<file path="config.mk">
export PLATFORM = sky130hd
export DESIGN_NAME = alu_slot_arbiter
export DESIGN_NICKNAME = d
export VERILOG_FILES = /design/src/rtl/alu_pkg.sv /design/src/rtl/rr_pick2.sv /design/src/rtl/alu_slot_arbiter.sv
export SDC_FILE = /design/constraint.sdc
export NUM_CORES = 1
export LEC_CHECK = 0
export ABC_AREA = 1
export CAP_MARGIN = 5
export CORE_MARGIN = 2
export CORE_UTILIZATION = 40
export DETAILED_ROUTE_END_ITERATION = 10
export DONT_BUFFER_PORTS = 1
export GPL_TIMING_DRIVEN = 0
export PLACE_DENSITY = 0.53
export SKIP_LAST_GASP = 1
export SLEW_MARGIN = 30
export SYNTH_ARGS = -nofsm -noshare
export SYNTH_HDL_FRONTEND = slang
export SYNTH_SLANG_ARGS = --single-unit
</file>
<file path="constraint.sdc">
create_clock -name clk -period 9.2 [get_ports clk]
set_input_delay 1.38 -clock clk [delete_from_list [all_inputs] [get_ports clk]]
set_output_delay 1.38 -clock clk [all_outputs]
set_load 0.01 [all_outputs]
</file>
<file path="src/rtl/alu_pkg.sv">
// Shared types and the ALU evaluation function for the two-slot ALU arbiter.
// Used by the RTL and by the testbench model.
package alu_pkg;

    localparam int ALU_W = 32;
    localparam int ALU_SHW = $clog2(ALU_W);

    typedef enum logic [1:0] {
        ALU_ADD  = 2'd0,
        ALU_AND  = 2'd1,
        ALU_ASR  = 2'd2,
        ALU_ZERO = 2'd3
    } alu_op_e;

    typedef enum logic {
        ARB_IDLE = 1'b0,
        ARB_FULL = 1'b1
    } arb_state_e;

    function automatic logic [ALU_W-1:0] alu_eval(input alu_op_e op,
                                                  input logic [ALU_W-1:0] a,
                                                  input logic [ALU_W-1:0] b);
        logic [ALU_W-1:0] result;
        result = '0;
        case (op)
            ALU_ADD:  result = a + b;
            ALU_AND:  result = a & b;
            ALU_ASR: begin
                // Any shift of W or more fills the word with the sign bit.
                if (|b[ALU_W-1:ALU_SHW]) result = {ALU_W{a[ALU_W-1]}};
                else                     result = $signed(a) >>> b[ALU_SHW-1:0];
            end
            ALU_ZERO: result = '0;
            default:  result = '0;
        endcase
        return result;
    endfunction

endpackage

</file>
<file path="src/rtl/rr_pick2.sv">
// Combinational two-way round-robin picker: the slot that did not win last
// time takes priority when both are valid.
module rr_pick2 (
    input  logic [1:0] valid,
    input  logic       last,
    output logic [1:0] gnt,
    output logic       gid
);

    always_comb begin
        gid = 1'b0;
        gnt = 2'b00;
        case (valid)
            2'b01: begin gid = 1'b0; gnt = 2'b01; end
            2'b10: begin gid = 1'b1; gnt = 2'b10; end
            2'b11: begin
                gid = ~last;
                gnt = last ? 2'b01 : 2'b10;
            end
            default: begin gid = 1'b0; gnt = 2'b00; end
        endcase
    end

endmodule

</file>
<file path="src/rtl/alu_slot_arbiter.sv">
// Shares one ALU between two VLIW issue slots with a registered result stage.
// Optional per-slot / conflict counters are enabled by defining ALU_ARB_STATS_EN.
//
//   state    | meaning
//   ARB_IDLE | result register empty, res_valid=0
//   ARB_FULL | result register holds a result, res_valid=1
module alu_slot_arbiter
    import alu_pkg::*;
#(
    parameter int W     = ALU_W,
    parameter int NSLOT = 2
) (
    input  logic               clk,
    input  logic               reset,
    input  logic [NSLOT-1:0]   req_valid,
    input  logic [2*NSLOT-1:0] req_op,
    input  logic [W*NSLOT-1:0] req_a,
    input  logic [W*NSLOT-1:0] req_b,
    output logic [NSLOT-1:0]   req_ready,
    output logic               res_valid,
    input  logic               res_ready,
    output logic               res_slot,
    output logic [W-1:0]       res_data,
    output logic               res_zero
`ifdef ALU_ARB_STATS_EN
    ,
    output logic [15:0]        stat_grant0,
    output logic [15:0]        stat_grant1,
    output logic [15:0]        stat_conflict
`endif
);

    arb_state_e r_state, w_state_nxt;
    logic       r_last;
    logic       r_slot;
    logic [W-1:0] r_data;
    logic       r_zero;

    logic [1:0] w_gnt;
    logic       w_gid;
    logic       w_can_accept;
    logic       w_xfer;
    logic [1:0] w_op_sel;
    logic [W-1:0] w_a_sel, w_b_sel, w_result;

    rr_pick2 u_pick (
        .valid (req_valid),
        .last  (r_last),
        .gnt   (w_gnt),
        .gid   (w_gid)
    );

    // A full register being drained this cycle can be refilled in the same cycle.
    assign w_can_accept = (r_state == ARB_IDLE) | res_ready;
    assign req_ready    = w_gnt & {NSLOT{w_can_accept}};
    assign w_xfer       = |req_ready;

    assign w_op_sel = w_gid ? req_op[3:2]     : req_op[1:0];
    assign w_a_sel  = w_gid ? req_a[2*W-1:W]  : req_a[W-1:0];
    assign w_b_sel  = w_gid ? req_b[2*W-1:W]  : req_b[W-1:0];
    assign w_result = alu_eval(alu_op_e'(w_op_sel), w_a_sel, w_b_sel);

    always_comb begin
        w_state_nxt = r_state;
        case (r_state)
            ARB_IDLE: if (w_xfer) w_state_nxt = ARB_FULL;
            ARB_FULL: if (res_ready && !w_xfer) w_state_nxt = ARB_IDLE;
            default:  w_state_nxt = ARB_IDLE;
        endcase
    end

    always_ff @(posedge clk) begin
        if (reset) begin
            r_state <= ARB_IDLE;
            r_last  <= 1'b1;
            r_slot  <= 1'b0;
            r_data  <= '0;
            r_zero  <= 1'b0;
        end else begin
            r_state <= w_state_nxt;
            if (w_xfer) begin
                r_last <= w_gid;
                r_slot <= w_gid;
                r_data <= w_result;
                r_zero <= (w_result == '0);
            end
        end
    end

    assign res_valid = (r_state == ARB_FULL);
    assign res_slot  = r_slot;
    assign res_data  = r_data;
    assign res_zero  = r_zero;

`ifdef ALU_ARB_STATS_EN
    logic [15:0] r_grant0, r_grant1, r_conflict;
    logic        w_conflict;

    // Both valid and the stage could take one: exactly one slot was turned away.
    assign w_conflict = (&req_valid) & w_can_accept;

    always_ff @(posedge clk) begin
        if (reset) begin
            r_grant0   <= '0;
            r_grant1   <= '0;
            r_conflict <= '0;
        end else begin
            if (req_ready[0] && r_grant0 != 16'hFFFF)   r_grant0   <= r_grant0 + 16'd1;
            if (req_ready[1] && r_grant1 != 16'hFFFF)   r_grant1   <= r_grant1 + 16'd1;
            if (w_conflict && r_conflict != 16'hFFFF)   r_conflict <= r_conflict + 16'd1;
        end
    end

    assign stat_grant0   = r_grant0;
    assign stat_grant1   = r_grant1;
    assign stat_conflict = r_conflict;
`endif

endmodule
</file>
==> flow_summary_export.csv <==
group,metric,value,unit
placement,place.detailed.instances,1692,
worst_setup_path,critical_path_required,9.42,ns
route,drt_first_pass_iters,5,
route,1st_iter_drt_viols,759,
cells_and_area,fraction_of_layout_instances_using_a_drive_strength_above_1,0.0408,
placement,dp_hpwl,26600,microns
route,topRoutingLayerUsed,"met4",
flow_run,drv.max_cap_violation_count,0,
floorplan,floorplan.core_area,17900,sq um
placement,placement.io_buffers,0,
grt,grt_pass1_vias,8872,
sta,post-route-min-period,5.18,ns
sta,setup-tns-final,0,ns
worst_setup_path,r2r-start,"r_last",
synth,synthDominantCellAreaShare,0.318,
sta,worst_clock_skew,0.00999,ns
worst_setup_path,slowest_stage,"sky130_fd_sc_hd__a21boi_0",
cts,cts.sink_count,36,
placement,gp_routability_congestion,0.949,
route,drtAntennaViolNets,0,
cells_and_area,final_cell_mix,"sky130_fd_sc_hd__nand2_1 (618), sky130_fd_sc_hd__nand3_1 (234), sky130_fd_sc_hd__inv_1 (150), sky130_fd_sc_hd__nor2_1 (85), sky130_fd_sc_hd__a21oi_1 (53)",
synth,synth_cells,1463,
worst_setup_path,critical_path.startpoint_type,"input port",
worst_setup_path,crit_family,"compound AO/OA/AOI/OAI gates",
floorplan,floorplan.rows,49,
placement,post_dp_cell_area,7580,sq um
sta,setup_viol,0,
grt,grt_remaining_overflow,0,
synth,synth.distinct_cells,40,
worst_setup_path,worst_path_largest_cell_delay,0.46,ns
cts,clk_pin_slew_worst_paths,0.06,ns
floorplan,fp.dieArea,19300,sq um
synth,ys.warnings.count,0,
sta,fraction_of_the_cycle_the_final_worst_path_needs,0.563,
grt,pin_count_of_the_biggest_net_entering_global_routing,11,
sta,rsz0062_at_grt,"no",
worst_hold_path,hold_start,"res_zero",
cts,cts_tree,"yes",
power,power.ir.vdd_worst,109,uV
floorplan,dieHeight,139,microns
cells_and_area,flow.area_growth_from_synthesis,6.02,%
worst_setup_path,worst_setup_path_startpoint,"req_valid[1]",
power,static-leakage-power,4.26,nW
cells_and_area,final_common_cell,"sky130_fd_sc_hd__nand2_1",
worst_setup_path,critPathArrivalTime,5.40,ns
worst_setup_path,timing.reg2reg.setup_slack,4.77,ns
route,wirelength,31200,microns
floorplan,chipWidth,139,microns
synth,synth_edf_count,0,
worst_setup_path,r2r_cell_count,23,
grt,global_router_s_overall_resource_usage,0.316,
sta,hold_violations,0,
synth,syn-num-nets,1633,
sta,max_clock_freq,0.193,GHz
synth,post_synth_main_area_contributors,"sky130_fd_sc_hd__nand2_1 (32%), sky130_fd_sc_hd__nand3_1 (16%), sky130_fd_sc_hd__dfxtp_1 (9.9%)",
route,detailroute.via_count,9294,
route,wire_per_inst,18.3,microns
worst_setup_path,criticalPathCategory,"input port to flop",
route,wl_met2,14200,microns
synth,cell_accounting_for_the_most_synthesized_area,"sky130_fd_sc_hd__nand2_1",
sta,timing_max_transition_violations_final,0,
outcome,result_of_the_run,"complete, no violations",
floorplan,effective_utilization_at_floorplan,0.407,
route,routed-wl-met3,1760,microns
cells_and_area,total_area_of_multi_input_combinational_cells,5670,sq um
cts,clockRootBuffer,"sky130_fd_sc_hd__clkbuf_16",
synth,synth.yosys.seq_area_share,0.0988,
cells_and_area,antenna-diode-count,0,
worst_setup_path,timing.critical_path.to_type,"flop",
cells_and_area,ff_latch_area,721,sq um
worst_setup_path,worstPathCellList,"inv_2 -> a21oi_4 -> buf_2 -> nand2_1 -> o21ai_2 -> clkbuf_1 -> ha_1 -> a21oi_1 -> nand2_1 -> a21boi_0 -> inv_1 -> nand2_1 -> nand2_1 -> nand2_1 -> nand2_1 -> o21ai_0 -> nand2_1 -> a21oi_1 -> nand2_1 -> nor2_1 -> nand2_1 -> nor2_1 -> nand3_1 -> a21oi_1",
cts,clockBufferDepth,2,
sta,worst_pin_slew,0.675,ns
cells_and_area,instances_no_fill,1699,
cts,post_cts.resized_instances,0,
route,drc,0,
cts,cts_made_buffers,5,
worst_setup_path,critical-path-top-cell-by-count,"sky130_fd_sc_hd__nand2_1",
cts,htree_levels,2,
worst_setup_path,setup.worst_path.end,"res_zero",
cells_and_area,fin_nets,1640,
route,wl_met1,13700,microns
cts,cts_setup_buffers,0,
power,post-layout-total-power,1.05,mW
grt,antenna_violations_before_repair,0,
synth,post_synth.cell_area_avg,4.99,sq um
synth,synthArstFlopShare,0,
synth,syn-cell-area,7290,sq um
cts,clock_latency,0.29,ns
worst_setup_path,rr_endpoint,"res_zero",
synth,ys_dominant_reg_cell,"sky130_fd_sc_hd__dfxtp_1",
cts,post_cts_hold_buffer_count,0,
power,cellPowerDensity,136,nW/um^2
worst_setup_path,critical_path_cell_count,24,
grt,grt_pass1_wl,48100,microns
cells_and_area,stdcell_area,7730,sq um
sta,slew-limit-headroom,0.550,
synth,postSynthRegisterBits,36,
route,avgViaCountPerCell,5.47,
floorplan,io_pins,174,
cells_and_area,fillers,2184,
worst_hold_path,hold_path_class,"flop to flop",
worst_setup_path,critical_path.n_buffers_inverters,4,
worst_setup_path,worstPathMaxFanout,10,
==> routing by layer <==
layer,track usage,vias up
met5,0,-
met4,0.152,0
met3,0.0352,65
li1,-,4744
met1,0.405,4147
met2,0.529,338
==> cells in the mapped netlist, types with 8 or more instances <==
| master | number |
|---|---|
| sky130_fd_sc_hd__a21oi_1 | 53 |
| sky130_fd_sc_hd__a31oi_1 | 8 |
| sky130_fd_sc_hd__buf_2 | 22 |
| sky130_fd_sc_hd__clkbuf_1 | 37 |
| sky130_fd_sc_hd__dfxtp_1 | 36 |
| sky130_fd_sc_hd__ha_1 | 32 |
| sky130_fd_sc_hd__inv_1 | 150 |
| sky130_fd_sc_hd__nand2_1 | 618 |
| sky130_fd_sc_hd__nand3_1 | 234 |
| sky130_fd_sc_hd__nand3b_1 | 16 |
| sky130_fd_sc_hd__nor2_1 | 85 |
| sky130_fd_sc_hd__o211ai_1 | 34 |
| sky130_fd_sc_hd__o21a_1 | 12 |
| sky130_fd_sc_hd__o21ai_0 | 52 |
| sky130_fd_sc_hd__or2_2 | 8 |
==> state kept, by name (all words and copies together) (netlist names) <==
| name | count |
|---|---|
| res_slot | 1 |
| res_data | 32 |
| res_zero | 1 |
| res_valid | 1 |
| r_last | 1 |
==> cell type report <==
cell class,instances,area share
multi-input combinational,1200,0.733
sequential,36,0.0932
inverter,156,0.0757
buffer,71,0.0414
tap,229,0.0370
clock buffer,7,0.0197
==> power by group <==
part,leakage [nW],switching [mW],internal (mW)
clock network,0.0760,0.0723,0.114
logic,3.88,0.465,0.206
registers,0.298,0.0203,0.175
total,4.26,0.558,0.494
==> logic make-up after synthesis <==
| logic type | Yosys count | share of synthesized area |
|---|---|---|
| adders and majority gates | 33 | 0.0576 |
| DFF | 36 | 0.0988 |
| AOI/OAI and AO/OA | 185 | 0.154 |
| and+or+nand+nor | 979 | 0.562 |
| xor gates and xnor gates | 3 | 0.00360 |
| buffers and inverters | 227 | 0.124 |
==> how the worst min path moves through the flow <==
stage          depth (start not counted)  slack, ns       end
2_1_floorplan                          2       0.48  res_zero
3_3_place_gp                           2       0.50  res_zero
3_5_place_dp                           2       0.50  res_zero
4_1_cts                                2       0.51  res_zero
5_1_grt                                2       0.53  res_zero
6_report                               2       0.51  res_zero
==> worst min-delay path, cell delays in order, from the launching register on <==
cell and delay, ns:
sky130_fd_sc_hd__dfxtp_1 0.34, sky130_fd_sc_hd__nand2_1 0.07, sky130_fd_sc_hd__a21oi_1 0.06
==> stage by stage <==
step | hold WS [ns] | setup WS, ns | utilization
after floorplan | 0.483 | 4.79 | -
after global placement | 0.501 | 3.80 | 0.423
after detailed placement | 0.501 | 3.80 | 0.423
after CTS | 0.515 | 4.07 | 0.432
after global routing | 0.532 | 3.67 | 0.432
final | 0.513 | 4.02 | 0.432
Note: power is estimated with default switching activity, not from simulation.
